==> src/rtl/ifetch_queue.sv <==
// Instruction fetch front end: a single outstanding memory request feeding a
// circular queue that hands decode one instruction per cycle.
module ifetch_queue #(
  parameter logic [31:0] RESET_PC  = 32'h0000_0000,
  parameter int          DEPTH_LOG = 2
) (
  input  logic        clk_in,
  input  logic        rst_in,
  input  logic        rdy_in,
  output logic        mem_req,
  output logic [31:0] mem_addr,
  input  logic        mem_done,
  input  logic [31:0] mem_data,
  input  logic        stall,
  input  logic        clr_flg,
  input  logic [31:0] clr_pc,
  output logic        ins_flg,
  output logic [31:0] ins,
  output logic [31:0] pc
);
  localparam int DEPTH = 1 << DEPTH_LOG;
  localparam logic [DEPTH_LOG:0] FULL = (DEPTH_LOG + 1)'(DEPTH);

  typedef enum logic [1:0] {
    IDLE  = 2'd0,
    FETCH = 2'd1,
    DROP  = 2'd2
  } state_e;

  state_e               state_q;
  logic [31:0]          fetch_pc_q;
  logic                 mem_req_q;
  logic [31:0]          mem_addr_q;
  logic                 ins_flg_q;
  logic [31:0]          ins_q;
  logic [31:0]          pc_q;
  logic [DEPTH_LOG-1:0] head_q, head_d;
  logic [DEPTH_LOG-1:0] tail_q, tail_d;
  logic [DEPTH_LOG:0]   count_q, count_d;
  logic [31:0]          ins_mem_q [DEPTH];
  logic [31:0]          pc_mem_q  [DEPTH];

  logic deq;
  logic enq;
  logic issue;

  // A flush outranks everything; a slot is reserved when the request issues.
  always_comb begin
    deq   = (count_q != '0) && !stall && !clr_flg;
    enq   = (state_q == FETCH) && mem_done && !clr_flg;
    issue = (state_q == IDLE) && !clr_flg && (count_q < FULL);
  end

  // Queue pointer and occupancy next-state.
  always_comb begin
    head_d  = head_q;
    tail_d  = tail_q;
    count_d = count_q;
    if (clr_flg) begin
      head_d  = '0;
      tail_d  = '0;
      count_d = '0;
    end else begin
      if (deq) begin
        head_d = head_q + 1'b1;
      end else begin
        head_d = head_q;
      end
      if (enq) begin
        tail_d = tail_q + 1'b1;
      end else begin
        tail_d = tail_q;
      end
      case ({enq, deq})
        2'b10:   count_d = count_q + 1'b1;
        2'b01:   count_d = count_q - 1'b1;
        default: count_d = count_q;
      endcase
    end
  end

  // Queue storage; the stored PC is the address the request was issued with.
  always_ff @(posedge clk_in) begin
    if (rdy_in && enq) begin
      ins_mem_q[tail_q] <= mem_data;
      pc_mem_q[tail_q]  <= mem_addr_q;
    end
  end

  // Fetch FSM, queue pointers and registered outputs.
  always_ff @(posedge clk_in or posedge rst_in) begin
    if (rst_in) begin
      state_q    <= IDLE;
      fetch_pc_q <= RESET_PC;
      mem_req_q  <= 1'b0;
      mem_addr_q <= 32'h0000_0000;
      ins_flg_q  <= 1'b0;
      ins_q      <= 32'h0000_0000;
      pc_q       <= 32'h0000_0000;
      head_q     <= '0;
      tail_q     <= '0;
      count_q    <= '0;
    end else if (rdy_in) begin
      head_q  <= head_d;
      tail_q  <= tail_d;
      count_q <= count_d;

      if (deq) begin
        ins_q     <= ins_mem_q[head_q];
        pc_q      <= pc_mem_q[head_q];
        ins_flg_q <= 1'b1;
      end else begin
        ins_flg_q <= 1'b0;
      end

      if (clr_flg) begin
        fetch_pc_q <= clr_pc;
      end else if (enq) begin
        fetch_pc_q <= fetch_pc_q + 32'd4;
      end

      // A flushed request keeps mem_req up until memory answers it.
      case (state_q)
        IDLE: begin
          if (issue) begin
            state_q    <= FETCH;
            mem_req_q  <= 1'b1;
            mem_addr_q <= fetch_pc_q;
          end
        end
        FETCH: begin
          if (mem_done) begin
            state_q   <= IDLE;
            mem_req_q <= 1'b0;
          end else if (clr_flg) begin
            state_q <= DROP;
          end
        end
        DROP: begin
          if (mem_done) begin
            state_q   <= IDLE;
            mem_req_q <= 1'b0;
          end
        end
        default: begin
          state_q   <= IDLE;
          mem_req_q <= 1'b0;
        end
      endcase
    end
  end

  assign mem_req  = mem_req_q;
  assign mem_addr = mem_addr_q;
  assign ins_flg  = ins_flg_q & rdy_in;
  assign ins      = ins_q;
  assign pc       = pc_q;

endmodule

==> config.mk <==
export PLATFORM = sky130hd
export DESIGN_NAME = ifetch_queue
export DESIGN_NICKNAME = d
export VERILOG_FILES = /design/src/rtl/ifetch_queue.sv
export SDC_FILE = /design/constraint.sdc
export NUM_CORES = 1
export LEC_CHECK = 0
export BUFFER_PORTS_ARGS = -buffer_cell sky130_fd_sc_hd__buf_2
export CAP_MARGIN = 20
export CORE_ASPECT_RATIO = 1.75
export CORE_MARGIN = 8
export CORE_UTILIZATION = 29
export DETAILED_ROUTE_END_ITERATION = 10
export PLACE_DENSITY_LB_ADDON = 0.12
export SLEW_MARGIN = 15
export SYNTH_ARGS = -nofsm -noshare
export SYNTH_HDL_FRONTEND = slang
export SYNTH_SLANG_ARGS = --single-unit
==> constraint.sdc <==
create_clock -name clk_in -period 6.6 [get_ports clk_in]
set_clock_uncertainty 0.05 [all_clocks]
set_input_delay 0.33 -clock clk_in [delete_from_list [all_inputs] [get_ports clk_in]]
set_output_delay 0.33 -clock clk_in [all_outputs]
set_load 0.03 [all_outputs]
* Word level (Yosys, flattened, before mapping) *
Memory sizes are Yosys's and may differ from the RTL's. A register that Yosys moved wholly into a read port is not among the register bits.
Cells that the tools add are included.

storage, ports and cells
  bits in registers = 75
  memory bits (writable) = 256
  input port bits = 70
  output and inout bits = 98
  logic and storage cells = 66
  memories = 2

operators by class
  add/subtract/negate cells = 5
  magnitude comparators = 1
  equality and inequality tests = 8
  mux-type cells = 19
  bitwise logic cells = 1
  reduce and logical (&&, ||, !) cells = 22

memories
  name       words  bits a word  read ports  clocked after memory_dff  wr ports  line  text
  ins_mem_q  4      32           1           1                         1         40    logic [31:0] ins_mem_q [DEPTH];
  pc_mem_q   4      32           1           1                         1         41    logic [31:0] pc_mem_q [DEPTH];

operators with widths
  kind                                                   number
  two-way mux 32 bit                                     2
  adder 32 x 3 -> 32 bit, second input constant          1
  two-way mux 2 bit                                      8
  AND reduction 2 bit                                    4
  logical AND 1 bit                                      7
  one-hot mux 2 bit (3 select lines)                     1
  one-hot mux 3 bit (2 select lines)                     1
  AND reduction 3 bit                                    2
  nonzero test 3 bit                                     2
  two-way mux 1 bit                                      5
  adder 2 x 1 -> 2 bit, second input constant            2
  equality test 2 x 1 -> 1 bit, second input constant    2
  equality test 2 bit, second input constant             2
  inequality test 2 bit, second input constant           2
  AND reduction 4 bit                                    1
  nonzero test 2 bit                                     2
  adder 3 x 1 -> 3 bit, second input constant            1
  < comparator 3 bit, second input constant              1
  two-way mux 3 bit                                      1
  inequality test 3 bit, second input constant           1
  subtractor 3 x 1 -> 3 bit, second input constant       1
  zero test 1 bit                                        2
  zero test 2 bit                                        1
  inequality test 2 x 1 -> 1 bit, second input constant  1
  3 further kinds                                        3

* Longest topological paths before layout *
Gate-level depths: netlist (run 1).

  word-level depth = 6
  mapped depth = 10
  mapped depth without buffers = 9

* Worst setup path before layout (run 1) *
Ideal clock, no wire load.

  kind = reg2reg
  start = reg state_q[1]
  end = mem ins_mem_q[0][0], enable pin
  setup time = 0.429 ns
  data arrival time = 2.571 ns
  slack = 3.550 ns
  cell stages (with the launch flop) = 6
  period minus slack after synthesis = 3.050 ns
  path through = dfrtp_1 -> inv_1 -> ha_1 -> and2_1 -> clkbuf_1 -> and3_1

between the ends
  cells in the longest elaborated chain, start to end = 6

RTL lines
  item                                     line  text
  start: declaration                       30    state_e state_q;
  start signal: assignment                 93    state_q <= IDLE;
  start signal: assignment                 126   state_q <= FETCH;
  start signal: assignment                 133   state_q <= IDLE;
  equality test 2 x 1 -> 1 bit             50    enq = (state_q == FETCH) && mem_done && !clr_flg;
  logical AND 1 bit (2 in a row)           50
  logical AND 1 bit                        84    if (rdy_in && enq) begin
  two-way mux 1 bit                        84
  two-way mux 1 bit (not written as such)  85    ins_mem_q[tail_q] <= mem_data;
  end: declaration                         40

Every way passes these cells.

* Worst setup path in the final report (run 1) *
  start = reg state_q[1]
  end = reg count_q[2]

between the ends
  cells in the longest elaborated chain, start to end = 6
  elaborated cells between the ends (all ways) = 9
  classes of those cells = 3 x eq/ne; 2 x mux; 4 x reduce/logical

RTL lines
  item                                                                      line  text
  equality test 2 x 1 -> 1 bit *                                            50
  logical AND 1 bit * (2 in a row)                                          50
  equality test 2 x 1 -> 1 bit or equality test 2 bit (tied branches)       74    case ({enq, deq})
  one-hot mux 3 bit (2 select lines) or nonzero test 3 bit (tied branches)  --
  two-way mux 3 bit or AND reduction 2 bit (tied branches)                  --
  end signal: assignment                                                    106   count_q <= count_d;
  end: declaration                                                          39    logic [DEPTH_LOG:0] count_q, count_d;

Every way passes the cells marked *; elsewhere a longest branch is shown, timed or not.
A chain may end at the register's enable or synchronous reset.

==> results of run 1 <==
## final cells by class
cell class	count	area, um^2	share of cell area [%]
Inverter	14	57.6	0.304
Clock inverter	23	284	1.50
Timing Repair Buffer	220	1360	7.17
Multi-Input combinational cell	538	4140	21.9
Clock buffer	52	1080	5.69
Tap cell	684	856	4.52
Sequential cell	395	11200	59.0
## worst reg2reg max path: stages (launching register included)
cell	delay, ps
dfrtp_1	380
inv_1	110
ha_1	240
and2_1	400
nor4_1	120
fa_1	410
or4_1	510
o21ai_0	110
mux2i_1	210
o22ai_1	90
## timing repair
action                                  in CTS  in global routing
endpoints found under the setup margin       0                  0
endpoints found under the hold margin      207                  0
hold buffers                                39                  0
## placed cells by master (no fill, tap or decap), types with 16 or more instances in the layout
master / instances
edfxtp_1: 256
nand2_1: 224
buf_2: 167
dfrtp_1: 137
mux4_2: 64
clkbuf_16: 41
dlygate4sd3_1: 39
o21ai_0: 33
mux2_2: 32
nor2_1: 23
a21oi_1: 21
nand3_1: 16
## kinds of logic after synthesis
logic type      Yosys count  synth area share [%]
flops                   395                  71.9
simple gates            326                  9.43
compound gates          101                  4.21
mux                     100                  11.9
buf+inv                  63                  1.71
fa+ha+maj                10                 0.854
xor+xnor                  1                0.0564
## metrics by stage
step / instances / instance area [um^2] / util (%) / hold WS, ps / power, uW
final: 1926 / 18900 / 35.7 / 44.3 / 8060
after global routing: 1926 / 18900 / 35.7 / 45.3 / 8500
after CTS: 1924 / 18900 / 35.6 / 17.8 / 8250
after detailed placement: 1810 / 17200 / 32.3 / 409 / 5810
after global placement: 1810 / 17200 / 32.3 / 406 / 5800
after floorplan: 996 / 15500 / - / 379 / 4970
## report_power, final
part	total, uW	internal (uW)	switching, uW
combinational	2120	792	1320
clock	2370	1400	974
sequential	3570	3120	449
total	8060	5320	2750
## path summary, 6_finish.rpt
kind / to / slack (ps)
setup / recovery: count_q[2] / 3840
hold / removal: fetch_pc_q[4] / 40
setup reg to reg: count_q[2] / 3840
hold reg to reg: ins[13] / 420
max in group asynchronous: head_q[0] / 4560
min in group asynchronous: ins[13] / 440
## sequential cells by signal, indices dropped and copies added, names as in the netlist
register / flops
mem_addr: 32
fetch_pc_q: 32
ins_flg_q: 1
state_q: 2
tail_q: 2
pc: 32
ins_mem_q: 128
ins: 32
mem_req: 1
pc_mem_q: 128
count_q: 3
head_q: 2
## per-layer routing
metal  global-route usage (%)  routed length (um)  share of wire [%]  up-vias
met4                     4.05                 948                2.3        2
met1                     16.1               16900                 40     4641
met2                     24.9               22100                 53      203
met3                     2.39                2000                4.8       54
li1                         -                   -                  -     4171
met5                        0                  12              0.029        -
==> metrics.md, run 1 <==
| Metric | Value |
|---|---|
| First-pass GRT wire length | 63600 um |
| Post-CTS Setup Repair Bufs | 0 |
| Cell Pwr Density | 426 nW/um^2 |
| Overall Global Routing Usage | 13.6% |
| Critical path arrival | 3120 ps |
| FFs w/ async S/R, synth | between 30% and 40% |
| Launching point of the worst reg2reg path | state_q[1] |
| Initial antenna violation count | 1 |
| H-tree depth | 2 |
| Longest Clk Path Bufs | 3 |
| Gpl congestion | approximately 0.8 |
| Final period util | between 40% and 50% |
| R2R cell count | 9 |
| Top FF cell, synth | edfxtp_1 |
| Post-CTS resize count | 0 |
| Outcome | finished clean |
| Top-Level Pins | approximately 170 |
| Via count | 9071 |
| Crit-path max FO | 9 |
| CP peak stage delay | between 500 and 600 ps |
| Top post-synthesis cells by area | edfxtp_1 49%, dfrtp_1 22%, mux4_2 9.3% |
| PortBufs | roughly 170 |
| Class of the worst hold path | input pin to register |
| Diodes inserted | 0 |
| Drt drc | 0 |
| HP Start | clr_pc[4] |
| CP Launch Point | state_q[1] |
| Post-synth top area share | between 40 and 50% |
| Layout cells sized above 1 | 28.9% |
| Total negative slack | 0 ps |
| Critical setup path kind | register to register |
| Post-synthesis average cell area | around 16 um^2 |
| Fin. Hold Viols | 0 |
| Required @ worst endpoint | between 6000 and 7000 ps |
| Max Slew Vio Count | 0 |
| CTS clk-pin slew, worst paths | about 70 ps |
| Yosys reg bits | 395 |
| CTS tree | done |
| Hold Crit Depth | 3 |
| Gr ovfl total | 0 |
| Synth cell count leaders | 256 x edfxtp_1, 225 x nand2_1, 139 x dfrtp_1 |
| Placement Rows | about 110 |
| Fin nets | approximately 1300 |
| TritonRoute pass-1 iters | 4 |
| Yosys cell types | between 50 and 60 |
| Yosys Warn Count | 0 |
| Routed WL | around 42000 um |
| Area leader, netlist | edfxtp_1 |
| Critical Path End Type | register |
| WL/cell | 21.8 um |
| Slowest CP cell | or4_1 |
| Die W | about 190 um |
| Latest clock arrival within the worst-skew pair | ~540 ps |
| Leakage | 0.00719 uW |
| Post-synthesis cell area | approximately 16000 um^2 |
| Most instantiated library cell after synthesis | edfxtp_1 |
| Worst IR drop on VDD | ~190 uV |
| Syn nets | between 1000 and 1500 |
| Post-route minimum period | between 2000 and 3000 ps |
| CP top delay family | simple AND/OR/NAND/NOR gates |
| Clock root cell | clkbuf_16 |
| Max Clock Freq | around 0.36 GHz |
| Pre-CTS WS | 3540 ps |
| FILL cells | approximately 5100 |
| RSZ-0062 raised after global routing | false |
| WP buf/inv | 1 |
| Post-synth EDFFs | 256 |
| Worst path depth | 9 |
| Vias in the first global route | roughly 9900 |
| Drt via density | 4.71 |
| DIE AREA | between 60000 and 70000 um^2 |
| DRT iter0 DRCs | between 400 and 500 |
| Syn-to-layout area delta | 22.0% |
| Largest net degree at the start of global routing | between 70 and 80 |
| Dpl hpwl | 26300 um |
| Seq/Total Area, Yosys | a little under three quarters |
| Crit-path cells | inv_1, ha_1, and2_1, nor4_1, fa_1, or4_1, o21ai_0, mux2i_1, o22ai_1 |
| ANT nets after route | 0 |
| Final WS setup | approximately 3800 ps |
| Clock sinks | 395 |
| CTS Buf Count | 41 |
| Initial core utilization | ~29% |
| Slew @ Worst Pin | about 1100 ps |
| Relative slew slack | roughly 29% |
| Max-Cap Viols | 0 |
| Crit path launch type | register |
| Mapped Cells | about 1000 |
| Final setup viols | 0 |
| Overall die height | 322 um |
| Total core area | between 50000 and 60000 um^2 |
Power figures use the tool's default switching activity.
==> inputs of run 2 (changes only) <==
- clock period: 6.6 -> 2.33 ns (I/O delays scaled with it)
==> metrics.md, run 2 (same netlist as run 1, synthesis figures left out) <==
| Metric | Value |
|---|---|
| Outcome | finished clean |
| Layout Cells excl Fill | 1987 (+3.2%) |
| Syn-to-layout area delta | 26.7% |
| Tot Pwr | 22900 uW (+180%) |
| TritonRoute pass-1 iters | 5 (+1) |
| Overall Global Routing Usage | 13.7% (+0.055 points) |
| Placement Rows | 112 (unchanged) |
| Diodes inserted | 0 (unchanged) |
| Die W | 191 um (unchanged) |
| Final WS setup | 117 ps (-3720 ps) |
| Cell Pwr Density | 1160 nW/um^2 (+170%) |
| Routed WL | 41900 um (-0.23%) |
| R2R cell count | 9 (unchanged) |
| Fin. Hold Viols | 0 (unchanged) |
| Gr ovfl total | 0 (unchanged) |
| Top-Level Pins | 168 (unchanged) |
| Initial core utilization | 29.2% (unchanged) |
| Latest clock arrival within the worst-skew pair | 530 ps (about the same) |
| Gpl congestion | 0.774 (-1.0%) |
| Slew @ Worst Pin | 640 ps (-427 ps) |
| Post-route minimum period | 2210 ps (-551 ps) |
| Drt via density | 4.71 (about the same) |
| CTS tree | done |
| Commonest non-fill, non-tap cells in the layout | 256 x edfxtp_1, 224 x nand2_1, 167 x buf_2 |
| Drt drc | 0 (unchanged) |
| Leakage | 0.00753 uW (+4.7%) |
| Commonest non-fill, non-tap cell in the layout | edfxtp_1 |
| WL/cell | 21.1 um (-3.3%) |
| Hold endpoint | fetch_pc_q[25] |
| Overall die height | 322 um (unchanged) |
| Clock root cell | clkbuf_16 |
| Final period util | 95.0% (+53 points) |
| First-pass GRT wire length | 64200 um (+1.0%) |
| Worst IR drop on VDD | 524 uV (+180%) |
| Placed Cells incl. Taps | 1847 (+2.0%) |
| Critical setup path kind | register to register |
| DIE AREA | 61500 um^2 (unchanged) |
| Via count | 9361 (+3.2%) |
| CP peak stage delay | 540 ps (+30 ps) |
| Wire length on met3 | 1830 um (-8.8%) |
| H-tree depth | 2 (unchanged) |
| Critical Path End Type | register |
| Required @ worst endpoint | 2690 ps (-4260 ps) |
| PortBufs | 167 (unchanged) |
| Max Clock Freq | 0.452 GHz (+25%) |
| Largest registers | ins_mem_q (128), pc_mem_q (128) |
| Largest net degree at the start of global routing | 72 (-4.0%) |
| Post-CTS Setup Repair Bufs | 0 (unchanged) |
| Pre-CTS WS | 110 ps (-3430 ps) |
| Worst flop-to-flop path endpoint | count_q[2] |
| Crit path launch type | register |
| CTS Buf Count | 40 (-2.4%) |
| Total core area | 53100 um^2 (unchanged) |
| Longest Clk Path Bufs | 3 (unchanged) |
| Max Slew Vio Count | 0 (unchanged) |
| Class of the worst hold path | input pin to register |
| Launching point of the worst reg2reg path | state_q[1] |
| Crit-path cells | inv_2, ha_4, and2_1, nor4_1, fa_2, or4_4, o21ai_2, mux2i_1, o22ai_1 |
| Slowest CP cell | or4_4 |
| Max-Cap Viols | 0 (unchanged) |
| Final setup viols | 0 (unchanged) |
| Vias in the first global route | 10200 (+2.7%) |
| CTS clk-pin slew, worst paths | 60 ps (about the same) |
| Dpl hpwl | 27200 um (+3.5%) |
| Hold slack | 58.0 ps (+13.7 ps) |
| Hold Crit Depth | 4 (+1) |
| Layout cells sized above 1 | 30.3% (+1.4 points) |
| Relative slew slack | 57.3% (+28 points) |
| Initial antenna violation count | 0 (-1) |
| Max layer used | met4 |
| WL met1 | 16800 um (-0.51%) |
| Fin nets | 1353 (+4.9%) |
| ANT nets after route | 0 (unchanged) |
| HP Start | clr_pc[25] |
| Crit-path max FO | 2 (-7) |
| Critical path arrival | 2570 ps (-550 ps) |
| Clock sinks | 395 (unchanged) |
| Reg2Reg Setup Slack | 120 ps (-3720 ps) |
| Routed wl met2 | 22200 um (about the same) |
| DRT iter0 DRCs | 507 (+20%) |
| Total negative slack | 0 ps (unchanged) |
==> run 2: cell types whose count changed in the layout (fill, tap and decap cells not counted), sizes merged <==
| cell | delta |
|---|---|
| inv | -4 |
| clkbuf | -1 |
| dlygate4sd3 | +29 |
| clkinvlp | -1 |
| bufinv | -1 |
| clkinv | +4 |
| buf | +35 |
==> run 2: worst max-delay path by stage <==
stage	from	endpoint	slack, ps	cells past startpoint
finish	state_q[1]	count_q[2]	120	9
global route	state_q[1]	count_q[2]	-3	9
CTS	state_q[1]	count_q[2]	90	9
global placement	state_q[1]	count_q[2]	110	9
detailed placement	count_q[1]	count_q[2]	110	7
floorplan	state_q[1]	count_q[2]	30	10
==> run 2: area by class of cell <==
class | instances | area, um^2
Clock buffer | 51 | 1060
Timing Repair Buffer | 284 | 2150
Inverter | 14 | 56.3
Tap cell | 684 | 856
Sequential cell | 395 | 11200
Multi-Input combinational cell | 538 | 4160
Fill cell | 5089 | 33400
Clock inverter | 21 | 225
==> run 2: power breakdown <==
group	leakage [uW]	switching [uW]	internal, uW	total, uW
Clock	0.000632	2690	3780	6470
Sequential	0.00400	1260	8850	10100
Combinational	0.00289	3760	2540	6300
Total	0.00753	7710	15200	22900
==> run 2: what timing repair did <==
item                                    in CTS  in global routing
hold buffers                                68                  0
endpoints found under the hold margin      275                  0
endpoints found under the setup margin       0                  1
resized for setup                            0                  2
==> run 2: metal layers <==
metal	up-vias	global-route usage, %
met1	4772	16.2
met3	56	2.25
met4	0	4.22
met5	-	0
li1	4291	-
met2	242	24.9
==> run 2: stage by stage <==
step           cell area, um^2  util, %
2_1_floorplan            15600        -
3_3_place_gp             17700     33.3
3_5_place_dp             17700     33.3
4_1_cts                  19700     37.0
5_1_grt                  19700     37.1
6_report                 19700     37.1
==> run 2: worst max-delay path: cells and delay by family (launching register included) <==
family | cells | cell delay [ps]
adders and majority gates | 2 | 470
and+or+nand+nor | 3 | 730
buffers and inverters | 1 | 80
DFF | 1 | 390
muxes | 1 | 200
AOI/OAI and AO/OA | 2 | 170
==> inputs of run 3 (changes only) <==
- REMOVE_ABC_BUFFERS: unset -> 1
==> metrics.md, run 3 (same netlist as run 1, synthesis figures left out) <==
| Metric | Value |
|---|---|
| Max Slew Vio Count | 0 (unchanged) |
| Overall die height | 322 um (unchanged) |
| Worst flop-to-flop path endpoint | count_q[2] |
| R2R cell count | 9 (unchanged) |
| Latest clock arrival within the worst-skew pair | 540 ps (about the same) |
| Total core area | 53100 um^2 (unchanged) |
| Drt via density | 4.66 (-1.2%) |
| Top-Level Pins | 168 (unchanged) |
| Post-route minimum period | 2190 ps (-20.7 ps) |
| Required @ worst endpoint | 2690 ps (about the same) |
| Layout cells sized above 1 | 31.3% (+1.0 points) |
| Relative slew slack | 67.0% (+9.7 points) |
| Crit-path max FO | 2 (unchanged) |
| ANT nets after route | 0 (unchanged) |
| Worst IR drop on VDD | 455 uV (-13%) |
| Reg2Reg Setup Slack | 140 ps (+20 ps) |
| Gr ovfl total | 0 (unchanged) |
| Via count | 9280 (-0.87%) |
| Largest registers | ins_mem_q (128), pc_mem_q (128) |
| PortBufs | 167 (unchanged) |
| Gpl congestion | 0.759 (-1.9%) |
| Max-Cap Viols | 0 (unchanged) |
| Largest net degree at the start of global routing | 65 (-9.7%) |
| Diodes inserted | 0 (unchanged) |
| WL/cell | 20.9 um (-0.77%) |
| Slew @ Worst Pin | 495 ps (-145 ps) |
| Layout Cells excl Fill | 1993 (+0.30%) |
| Drt drc | 0 (unchanged) |
| Commonest non-fill, non-tap cells in the layout | 256 x edfxtp_1, 224 x nand2_1, 167 x buf_2 |
| CP top delay family | simple AND/OR/NAND/NOR gates |
| Final setup viols | 0 (unchanged) |
| First-pass GRT wire length | 64200 um (about the same) |
| Critical Path End Type | register |
| Placement Rows | 112 (unchanged) |
| Post-route cell area | 19800 um^2 (+0.54%) |
| Syn-to-layout area delta | 27.4% |
| Clock sinks | 395 (unchanged) |
| Placed cell area | 17700 um^2 (about the same) |
| CTS tree | done |
| Placed Cells incl. Taps | 1850 (+0.16%) |
| Routed WL | 41700 um (-0.47%) |
| Hold slack | 38.0 ps (-19.9 ps) |
| Fin nets | 1357 (+0.30%) |
| Critical setup path kind | register to register |
| CTS clk-pin slew, worst paths | 60 ps (about the same) |
| Die W | 191 um (unchanged) |
| WP buf/inv | 1 (unchanged) |
| Crit-path cells | inv_2, ha_2, and2_4, nor4_1, fa_2, or4_4, o21ai_2, mux2i_1, o22ai_1 |
| Max Clock Freq | 0.456 GHz (+0.95%) |
| Fin. Hold Viols | 0 (unchanged) |
| H-tree depth | 2 (unchanged) |
| TritonRoute pass-1 iters | 4 (-1) |
| Longest Clk Path Bufs | 3 (unchanged) |
| Tot Pwr | 23100 uW (+0.75%) |
| DRT iter0 DRCs | 427 (-16%) |
| RSZ-0062 raised after global routing | false |
| Critical path arrival | 2550 ps (-20 ps) |
| Total negative slack | 0 ps (unchanged) |
| Outcome | finished clean |
| Class of the worst hold path | input pin to register |
| DIE AREA | 61500 um^2 (unchanged) |
| Slowest CP cell | or4_4 |
| Cell Pwr Density | 1160 nW/um^2 (+0.20%) |
| Initial core utilization | 29.2% (unchanged) |
| Hold Crit Depth | 4 (unchanged) |
| CTS Buf Count | 40 (unchanged) |
| Hold endpoint | fetch_pc_q[28] |
| Overall Global Routing Usage | 13.7% (about the same) |
| Dpl hpwl | 27200 um (-0.17%) |
| CP peak stage delay | 480 ps (-60 ps) |
| Launching point of the worst reg2reg path | state_q[1] |
| HP Start | clr_pc[28] |
| Crit path launch type | register |
| Leakage | 0.00758 uW (+0.76%) |
| Vias in the first global route | 10100 (-1.1%) |
| Final period util | 94.1% (-0.89 points) |
| Commonest non-fill, non-tap cell in the layout | edfxtp_1 |
| Clock root cell | clkbuf_16 |
| Initial antenna violation count | 0 (unchanged) |
==> run 3: changes by cell type in the layout (fill, tap and decap cells not counted), moves of 2 or more <==
cell / change
clkinv_8: +3
buf_4: +4
inv_6: +2
clkbuf_1: -4
clkinv_1: -3
clkbuf_8: +4
==> run 3: worst register-to-register path, delay by kind of cell, from the launching register on <==
kind | cells | cell delay, ps
AO/OA/AOI/OAI | 2 | 170
flip-flops | 1 | 390
adder cells (fa/ha/maj) | 2 | 520
buffers and inverters | 1 | 70
AND/OR/NAND/NOR | 3 | 670
multiplexers | 1 | 210
==> run 3: how the worst max path moves through the flow <==
stage | end | depth (start not counted) | startpoint | slack [ps]
3_5_place_dp | count_q[2] | 9 | state_q[1] | 30
6_report | count_q[2] | 9 | state_q[1] | 140
5_1_grt | count_q[2] | 9 | state_q[1] | 40
4_1_cts | count_q[2] | 9 | state_q[1] | 10
3_3_place_gp | count_q[2] | 9 | state_q[1] | 60
2_1_floorplan | count_q[0] | 1 | rst_in | -1560
==> run 3: layout make-up <==
type                    count  area (um^2)
clock buffers              50         1080
clock inverters            24          288
fillers                  5138        33300
inverters                  14         57.6
multi-input cells         538         4160
flip-flops and latches    395        11200
well taps                 684          856
repair buffers            288         2180
==> run 3: through the flow <==
stage / util, % / setup WS (ps)
after floorplan: - / -1560
after global placement: 33.4 / 56.7
after detailed placement: 33.4 / 29.9
after CTS: 37.2 / 13.6
after global routing: 37.3 / 35.9
final: 37.3 / 138
==> run 3: layer usage <==
| layer | GRT usage [%] | routed length [um] |
|---|---|---|
| met5 | 0 | 0 |
| met3 | 2.11 | 1870 |
| met1 | 17.0 | 17300 |
| met2 | 24.1 | 21600 |
| met4 | 3.96 | 863 |
==> run 3: what timing repair did <==
action / in CTS / in global routing
gates resized for setup: 0 / 8
buffers inserted: 0 / 1
endpoints found under the setup margin: 0 / 1
hold buffers: 68 / 0
hold endpoints to repair: 207 / 0
==> run 3: where the power goes <==
part	internal (uW)	leakage, uW	switching [uW]
clock	3880	0.000669	2790
sequential	8850	0.00400	1080
combinational	2550	0.00291	3900
